==> src/rtl/wb_arbiter_if.sv <==
// Writeback arbiter bus: producer channels in, regfile write ports out.
// master = execution-unit / regfile side, slave = the arbiter.
interface wb_arbiter_if #(
   parameter int NUM_FU    = 4,
   parameter int NUM_WB    = 2,
   parameter int WORD_W    = 64,
   parameter int PREG_W    = 7,
   parameter int ROB_PTR_W = 5
);
   localparam int FU_ID_W = $clog2(NUM_FU);

   logic [NUM_FU-1:0]           fu_valid_in;
   logic [NUM_FU-1:0]           fu_ready_out;
   logic [NUM_FU*PREG_W-1:0]    fu_preg_in;
   logic [NUM_FU*WORD_W-1:0]    fu_data_in;
   logic [NUM_FU*ROB_PTR_W-1:0] fu_rob_ptr_in;

   logic [NUM_WB-1:0]           wb_valid_out;
   logic [NUM_WB*PREG_W-1:0]    wb_preg_out;
   logic [NUM_WB*WORD_W-1:0]    wb_data_out;
   logic [NUM_WB*ROB_PTR_W-1:0] wb_rob_ptr_out;
   logic [NUM_WB*FU_ID_W-1:0]   wb_fu_id_out;

   modport master (
      output fu_valid_in, fu_preg_in, fu_data_in, fu_rob_ptr_in,
      input  fu_ready_out,
      input  wb_valid_out, wb_preg_out, wb_data_out, wb_rob_ptr_out, wb_fu_id_out
   );

   modport slave (
      input  fu_valid_in, fu_preg_in, fu_data_in, fu_rob_ptr_in,
      output fu_ready_out,
      output wb_valid_out, wb_preg_out, wb_data_out, wb_rob_ptr_out, wb_fu_id_out
   );
endinterface

==> src/rtl/wb_arbiter.sv <==
// Writeback arbiter: NUM_FU producer channels, each behind a FIFO, share
// NUM_WB regfile write ports granted round-robin. A grant is a pop; the
// regfile never backpressures.
// Optional macro WB_ARB_BYPASS_EN: an empty channel with valid input may be
// granted in the same cycle straight from its input payload.
module wb_arbiter #(
   parameter int NUM_FU     = 4,
   parameter int NUM_WB     = 2,
   parameter int FIFO_DEPTH = 4,
   parameter int WORD_W     = 64,
   parameter int PREG_W     = 7,
   parameter int ROB_PTR_W  = 5
) (
   input  logic        clk_in,
   input  logic        rst_in,
   input  logic        flush_in,
   wb_arbiter_if.slave bus
);
   localparam int FU_ID_W = $clog2(NUM_FU);
   localparam int PTR_W   = $clog2(FIFO_DEPTH);
   localparam int CNT_W   = $clog2(FIFO_DEPTH + 1);
   localparam int NG_W    = $clog2(NUM_WB + 1);

   // FIFO storage (payload only, never reset) and FIFO control state
   logic [PREG_W-1:0]    r_preg [NUM_FU][FIFO_DEPTH];
   logic [WORD_W-1:0]    r_data [NUM_FU][FIFO_DEPTH];
   logic [ROB_PTR_W-1:0] r_rob  [NUM_FU][FIFO_DEPTH];
   logic [PTR_W-1:0]     r_rd_ptr [NUM_FU];
   logic [PTR_W-1:0]     r_wr_ptr [NUM_FU];
   logic [CNT_W-1:0]     r_count  [NUM_FU];
   logic [FU_ID_W-1:0]   r_rr_ptr;

   // Unpacked views of the inputs and of each channel's candidate payload
   logic [PREG_W-1:0]    w_in_preg [NUM_FU];
   logic [WORD_W-1:0]    w_in_data [NUM_FU];
   logic [ROB_PTR_W-1:0] w_in_rob  [NUM_FU];
   logic [PREG_W-1:0]    w_hd_preg [NUM_FU];
   logic [WORD_W-1:0]    w_hd_data [NUM_FU];
   logic [ROB_PTR_W-1:0] w_hd_rob  [NUM_FU];

   logic [NUM_FU-1:0]    w_empty;
   logic [NUM_FU-1:0]    w_ready;
   logic [NUM_FU-1:0]    w_byp;
   logic [NUM_FU-1:0]    w_elig;
   logic [NUM_FU-1:0]    w_grant;
   logic [NUM_FU-1:0]    w_push;
   logic [NUM_FU-1:0]    w_pop;
   logic [FU_ID_W-1:0]   w_sel [NUM_WB];
   logic [NG_W-1:0]      w_ngrant;
   logic [FU_ID_W-1:0]   w_next_rr;

   // Per-channel status, eligibility and the payload each channel would present
   always_comb begin
      for (int i = 0; i < NUM_FU; i++) begin
         w_in_preg[i] = bus.fu_preg_in[i*PREG_W +: PREG_W];
         w_in_data[i] = bus.fu_data_in[i*WORD_W +: WORD_W];
         w_in_rob[i]  = bus.fu_rob_ptr_in[i*ROB_PTR_W +: ROB_PTR_W];
         w_empty[i]   = (r_count[i] == '0);
         // Ready looks only at registered occupancy; a pop this cycle does not
         // open the FIFO until the next one.
         w_ready[i]   = ~rst_in & (r_count[i] < CNT_W'(FIFO_DEPTH));
`ifdef WB_ARB_BYPASS_EN
         w_byp[i]     = w_empty[i] & bus.fu_valid_in[i] & ~flush_in & ~rst_in;
`else
         w_byp[i]     = 1'b0;
`endif
         w_elig[i]    = ~flush_in & (~w_empty[i] | w_byp[i]);
         w_hd_preg[i] = w_byp[i] ? w_in_preg[i] : r_preg[i][r_rd_ptr[i]];
         w_hd_data[i] = w_byp[i] ? w_in_data[i] : r_data[i][r_rd_ptr[i]];
         w_hd_rob[i]  = w_byp[i] ? w_in_rob[i]  : r_rob[i][r_rd_ptr[i]];
      end
   end

   // Round-robin scan from r_rr_ptr: first NUM_WB eligible channels win,
   // the j-th winner in scan order drives port j
   always_comb begin
      int                 v_pos;
      logic [FU_ID_W-1:0] v_idx;
      logic [NG_W-1:0]    v_n;
      v_pos     = 0;
      v_idx     = '0;
      v_n       = '0;
      w_grant   = '0;
      w_next_rr = r_rr_ptr;
      for (int j = 0; j < NUM_WB; j++) begin
         w_sel[j] = '0;
      end
      for (int k = 0; k < NUM_FU; k++) begin
         v_pos = int'(r_rr_ptr) + k;
         if (v_pos >= NUM_FU) begin
            v_pos = v_pos - NUM_FU;
         end
         v_idx = FU_ID_W'(v_pos);
         if (w_elig[v_idx] && (v_n < NG_W'(NUM_WB))) begin
            w_grant[v_idx] = 1'b1;
            for (int j = 0; j < NUM_WB; j++) begin
               if (NG_W'(j) == v_n) begin
                  w_sel[j] = v_idx;
               end
            end
            v_n       = v_n + NG_W'(1);
            w_next_rr = (v_pos == NUM_FU - 1) ? '0 : FU_ID_W'(v_pos + 1);
         end
      end
      w_ngrant = v_n;
   end

   // Push/pop decisions: a bypassed grant is consumed without touching the FIFO
   always_comb begin
      for (int i = 0; i < NUM_FU; i++) begin
         w_pop[i]  = w_grant[i] & ~w_byp[i];
         w_push[i] = bus.fu_valid_in[i] & w_ready[i] & ~flush_in
                     & ~(w_grant[i] & w_byp[i]);
      end
   end

   // Drive write ports from the selected channel heads
   always_comb begin
      for (int j = 0; j < NUM_WB; j++) begin
         bus.wb_valid_out[j]                          = (NG_W'(j) < w_ngrant);
         bus.wb_preg_out[j*PREG_W +: PREG_W]          = w_hd_preg[w_sel[j]];
         bus.wb_data_out[j*WORD_W +: WORD_W]          = w_hd_data[w_sel[j]];
         bus.wb_rob_ptr_out[j*ROB_PTR_W +: ROB_PTR_W] = w_hd_rob[w_sel[j]];
         bus.wb_fu_id_out[j*FU_ID_W +: FU_ID_W]       = w_sel[j];
      end
   end

   assign bus.fu_ready_out = w_ready;

   // FIFO pointers, occupancy and round-robin pointer; flush beats push/pop
   always_ff @(posedge clk_in or posedge rst_in) begin
      if (rst_in) begin
         for (int i = 0; i < NUM_FU; i++) begin
            r_rd_ptr[i] <= '0;
            r_wr_ptr[i] <= '0;
            r_count[i]  <= '0;
         end
         r_rr_ptr <= '0;
      end else if (flush_in) begin
         for (int i = 0; i < NUM_FU; i++) begin
            r_rd_ptr[i] <= '0;
            r_wr_ptr[i] <= '0;
            r_count[i]  <= '0;
         end
         r_rr_ptr <= '0;
      end else begin
         for (int i = 0; i < NUM_FU; i++) begin
            if (w_push[i]) begin
               r_wr_ptr[i] <= r_wr_ptr[i] + PTR_W'(1);
            end
            if (w_pop[i]) begin
               r_rd_ptr[i] <= r_rd_ptr[i] + PTR_W'(1);
            end
            r_count[i] <= r_count[i] + CNT_W'(w_push[i]) - CNT_W'(w_pop[i]);
         end
         if (w_ngrant != '0) begin
            r_rr_ptr <= w_next_rr;
         end
      end
   end

   // FIFO payload write at the tail slot
   always_ff @(posedge clk_in) begin
      for (int i = 0; i < NUM_FU; i++) begin
         if (w_push[i]) begin
            r_preg[i][r_wr_ptr[i]] <= w_in_preg[i];
            r_data[i][r_wr_ptr[i]] <= w_in_data[i];
            r_rob[i][r_wr_ptr[i]]  <= w_in_rob[i];
         end
      end
   end
endmodule

==> src/flat_wrapper.sv <==
// flat-port wrapper written by rule: the top's interface ports become plain ports
module wb_arbiter_flat 
#(
   parameter int NUM_FU     = 4,
   parameter int NUM_WB     = 2,
   parameter int FIFO_DEPTH = 4,
   parameter int WORD_W     = 64,
   parameter int PREG_W     = 7,
   parameter int ROB_PTR_W  = 5
)
  (clk_in, rst_in, flush_in, bus_fu_valid_in, bus_fu_preg_in, bus_fu_data_in, bus_fu_rob_ptr_in, bus_fu_ready_out, bus_wb_valid_out, bus_wb_preg_out, bus_wb_data_out, bus_wb_rob_ptr_out, bus_wb_fu_id_out);
  wb_arbiter_if #(.NUM_FU(NUM_FU), .NUM_WB(NUM_WB), .WORD_W(WORD_W), .PREG_W(PREG_W), .ROB_PTR_W(ROB_PTR_W)) bus_i ();
  input  logic clk_in;
  input  logic rst_in;
  input  logic flush_in;
  input wire logic [$bits(bus_i.fu_valid_in)-1:0] bus_fu_valid_in;
  input wire logic [$bits(bus_i.fu_preg_in)-1:0] bus_fu_preg_in;
  input wire logic [$bits(bus_i.fu_data_in)-1:0] bus_fu_data_in;
  input wire logic [$bits(bus_i.fu_rob_ptr_in)-1:0] bus_fu_rob_ptr_in;
  output wire logic [$bits(bus_i.fu_ready_out)-1:0] bus_fu_ready_out;
  output wire logic [$bits(bus_i.wb_valid_out)-1:0] bus_wb_valid_out;
  output wire logic [$bits(bus_i.wb_preg_out)-1:0] bus_wb_preg_out;
  output wire logic [$bits(bus_i.wb_data_out)-1:0] bus_wb_data_out;
  output wire logic [$bits(bus_i.wb_rob_ptr_out)-1:0] bus_wb_rob_ptr_out;
  output wire logic [$bits(bus_i.wb_fu_id_out)-1:0] bus_wb_fu_id_out;
  assign bus_i.fu_valid_in = bus_fu_valid_in;
  assign bus_i.fu_preg_in = bus_fu_preg_in;
  assign bus_i.fu_data_in = bus_fu_data_in;
  assign bus_i.fu_rob_ptr_in = bus_fu_rob_ptr_in;
  assign bus_fu_ready_out = bus_i.fu_ready_out;
  assign bus_wb_valid_out = bus_i.wb_valid_out;
  assign bus_wb_preg_out = bus_i.wb_preg_out;
  assign bus_wb_data_out = bus_i.wb_data_out;
  assign bus_wb_rob_ptr_out = bus_i.wb_rob_ptr_out;
  assign bus_wb_fu_id_out = bus_i.wb_fu_id_out;
  wb_arbiter #(.NUM_FU(NUM_FU), .NUM_WB(NUM_WB), .FIFO_DEPTH(FIFO_DEPTH), .WORD_W(WORD_W), .PREG_W(PREG_W), .ROB_PTR_W(ROB_PTR_W)) u_core (.clk_in(clk_in), .rst_in(rst_in), .flush_in(flush_in), .bus(bus_i));
endmodule
==> config.mk <==
export PLATFORM = sky130hd
export DESIGN_NAME = wb_arbiter_flat
export DESIGN_NICKNAME = d
export VERILOG_FILES = /design/src/rtl/wb_arbiter_if.sv /design/src/rtl/wb_arbiter.sv /design/src/flat_wrapper.sv
export SDC_FILE = /design/constraint.sdc
export NUM_CORES = 1
export LEC_CHECK = 0
export ABC_AREA = 1
export CORE_MARGIN = 4
export CORE_UTILIZATION = 45
export DETAILED_ROUTE_END_ITERATION = 10
export PLACE_DENSITY = 0.67
export SYNTH_ARGS = -nofsm -noshare
export SYNTH_HDL_FRONTEND = slang
export SYNTH_SLANG_ARGS = --single-unit
==> constraint.sdc <==
create_clock -name clk_in -period 7.87 [get_ports clk_in]
set_input_delay 1.574 -clock clk_in [delete_from_list [all_inputs] [get_ports clk_in]]
set_output_delay 1.574 -clock clk_in [all_outputs]
set_load 0.02 [all_outputs]
==> metrics.md <==
| Metric | Value |
|---|---|
| Root buffer cell | clkbuf_16 |
| Syn avg cell area | 11.9 µm² |
| # IOs | 473 |
| Mapped Nets | 4852 |
| Die height | 353 µm |
| Vias per Instance | 5.82 |
| Depth of the CTS H-tree | 4 |
| Post-route antenna net violation count | 0 |
| Yosys reg bits | between 1000 and 1500 |
| Final hold violations | 0 |
| Final min period | 7500 ps |
| Register area share after synthesis | 69.8% |
| DIE WIDTH | 353 µm |
| Share of layout cells above drive strength 1 | ~6.8% |
| FF-to-FF Start | u_core.r_rr_ptr[0] |
| Routed Wire Length | 163000 µm |
| Worst setup SP type | input pin |
| Core Area | 0.118 mm² |
| Critical path type | input pin to output pin |
| Post-CTS Repair Setup Buffers | 0 |
| Row cnt | 126 |
| Netlist cell types | 31 |
| DP HPWL | 108000 µm |
| RePlAce Congestion | 0.916 |
| GR Util All Layers | between 20% and 30% |
| Initial Utilization | 45.3% |
| Max-cap viol count | 0 |
| Post-route DRC | 0 |
| Slew @ Worst Pin | approximately 1100 ps |
| WL/cell | 25.0 µm |
| Outcome | finished, final reports clean |
| Clock Latency Late Sink | between 700 and 800 ps |
| Worst setup startpoint | flush_in |
| Layout area overhead | 19.6% |
| Num CTS Buffers | between 100 and 150 |
| Layout fillers | 9792 |
| Fin. max-slew vios | 0 |
| Hold buffers post-CTS | 0 |
| RSZ-0062 raised after global routing | false |
| Maximum fanout along the worst path | 73 |
| Hold_sp | u_core.r_wr_ptr[3] |
| Nets | 5192 |
| Final setup fails | 0 |
| Syn Inst Count | between 4000 and 5000 |
| Port Buf Inserts | roughly 470 |
| Vias in the first global route | 34800 |
| DR vias | approximately 38000 |
| First DRT Iteration DRCs | 5259 |
| Full die area | 0.124 mm² |
| Pin count of the biggest net entering global routing | 153 |
| First-pass detailed-route iteration total | 6 |
| Reg2reg setup slack | about 3600 ps |
| GR Overflow Total | 0 |
| HP Class | flip-flop to flip-flop |
| Nature of the critical path endpoint | output pin |
| Clock transition at path regs | around 50 ps |
| Synth warnings | 0 |
| Post-synth design cell area | 0.0534 mm² |
| Fin Setup TNS | 0 ps |
| Max Clk Rate | roughly 0.13 GHz |
| Longest Clk Path Bufs | 3 |
| First-pass GRT wire length | 234000 µm |
| CTS tree | yes |
| Final Cycle Share | 95.3% |
| Critical path data required time | about 6300 ps |
| Initial antenna violation count | 67 |
| CTS-repair resized insts | 0 |
| Clock sink count | 1246 |
| Crit path DAT | 5920 ps |
| Clock skew | 24.6 ps |
| Slew HR | 25.0% |
sequential cells by signal, summed over array words and instances (netlist names):
| register | flops |
|---|---|
| u_core.r_data | 1024 |
| u_core.r_preg | 112 |
| u_core.r_rob | 80 |
| u_core.r_count | 12 |
| u_core.r_rd_ptr | 8 |
| u_core.r_wr_ptr | 8 |
| u_core.r_rr_ptr | 2 |
cell usage after synthesis:
cell	instances	area, µm²
o21ai_1	3	15.0
a21oi_1	314	1570
clkbuf_4	1	7.51
a32o_1	304	3040
clkbuf_1	229	860
nand4_1	3	18.8
o21ai_0	18	90.1
buf_4	7	52.6
nand2_2	6	37.5
buf_2	55	275
edfxtp_1	1216	36500
o21ai_2	1	8.76
nand3_1	622	3110
xor2_1	8	70.1
inv_6	1	8.76
ha_1	37	463
nor2_4	2	22.5
fa_1	4	80.1
buf_1	23	86.3
nand2_1	1448	5440
nor2_1	56	210
dfrtp_1	30	751
nand3_4	4	70.1
o31ai_1	1	7.51
inv_1	66	248
nor3_1	1	5.00
nand3_2	7	70.1
inv_2	11	41.3
nor2_2	1	6.26
nand2_4	3	33.8
buf_6	18	203
kinds of logic after synthesis:
family,after synthesis,share of synthesized area (%)
DFF,1246,69.8
and+or+nand+nor,2153,16.9
buffers and inverters,411,3.34
xor gates and xnor gates,8,0.131
AOI/OAI and AO/OA,641,8.87
adders and majority gates,41,1.02
critical path, stage by stage:
cell,delay [ps]
clkdlybuf4s50_1,430
inv_2,290
nand3_1,200
nand2_1,130
nand2_1,70
nand2_2,210
inv_1,70
ha_1,200
inv_1,80
nand3_2,110
nand2_1,130
inv_1,80
ha_1,220
nand2_1,110
nand3_4,230
nand2_8,510
buf_4,360
nand2_1,80
nand3_1,110
nand2_1,120
clkdlybuf4s50_1,560
through the flow:
| step | area [µm²] | util, % | hold slack (ps) | cells | worst slack, ps |
|---|---|---|---|---|---|
| 2_1_floorplan | 53400 | - | 579 | 4500 | 1850 |
| 3_3_place_gp | 59500 | 50.4 | 609 | 6240 | 321 |
| 3_5_place_dp | 59500 | 50.4 | 618 | 6240 | 293 |
| 4_1_cts | 63800 | 54.1 | 631 | 6484 | 280 |
| 5_1_grt | 63900 | 54.2 | 657 | 6505 | 60.3 |
| 6_report | 63900 | 54.2 | 628 | 6519 | 372 |
metal layers:
metal	track usage (%)	part of all wire, %
met1	38.5	44
met2	34.6	42
met3	7.45	11
met4	7.99	2.7
met5	0	0.19
cells in the final DEF, fill, tap and decap left out, types with 3 or more instances in the layout:
cell type        instances
fa_1                     4
inv_16                   4
diode_2                 34
a21oi_1                314
nand4_1                  3
dfrtp_4                  8
clkbuf_1                33
nor2_4                  18
clkinvlp_4               4
nand2_8                  5
xor2_1                   8
clkinv_1                22
inv_6                   10
a32o_1                 304
clkbuf_8                 3
buf_4                   67
clkinv_4                 3
o21ai_1                  3
edfxtp_1              1216
inv_4                    4
nand2_2                  3
dfrtp_1                 22
ha_1                    37
clkdlybuf4s50_1        452
clkinv_2                17
nand3_2                  6
bufinv_16               10
inv_2                    7
nand2_1               1448
nor2_1                  40
nand3_1                622
clkbuf_16              135
o21ai_0                 18
buf_12                  18
inv_1                   66
nand3_4                  5
layout make-up:
class	count	area (µm²)	area share, %
Antenna cell	34	85.1	0.133
Timing Repair Buffer	537	5390	8.43
Inverter	78	308	0.482
Clock inverter	73	776	1.21
Tap cell	1536	1920	3.01
Sequential cell	1246	37300	58.4
Clock buffer	171	3540	5.55
Multi-Input combinational cell	2844	14600	22.8
final timing paths:
| check | end | cells past startpoint |
|---|---|---|
| hold reg to reg | u_core.r_wr_ptr[3] | 2 |
| setup / recovery | bus_wb_data_out[96] | 21 |
| setup reg to reg | u_core.r_count[11] | 17 |
| max in group asynchronous | u_core.r_rd_ptr[6] | 3 |
| hold / removal | u_core.r_wr_ptr[3] | 2 |
| min in group asynchronous | u_core.r_wr_ptr[0] | 3 |
Power is not shown: default switching activity piles up to over one toggle a cycle in this logic, so the estimate is an artifact.
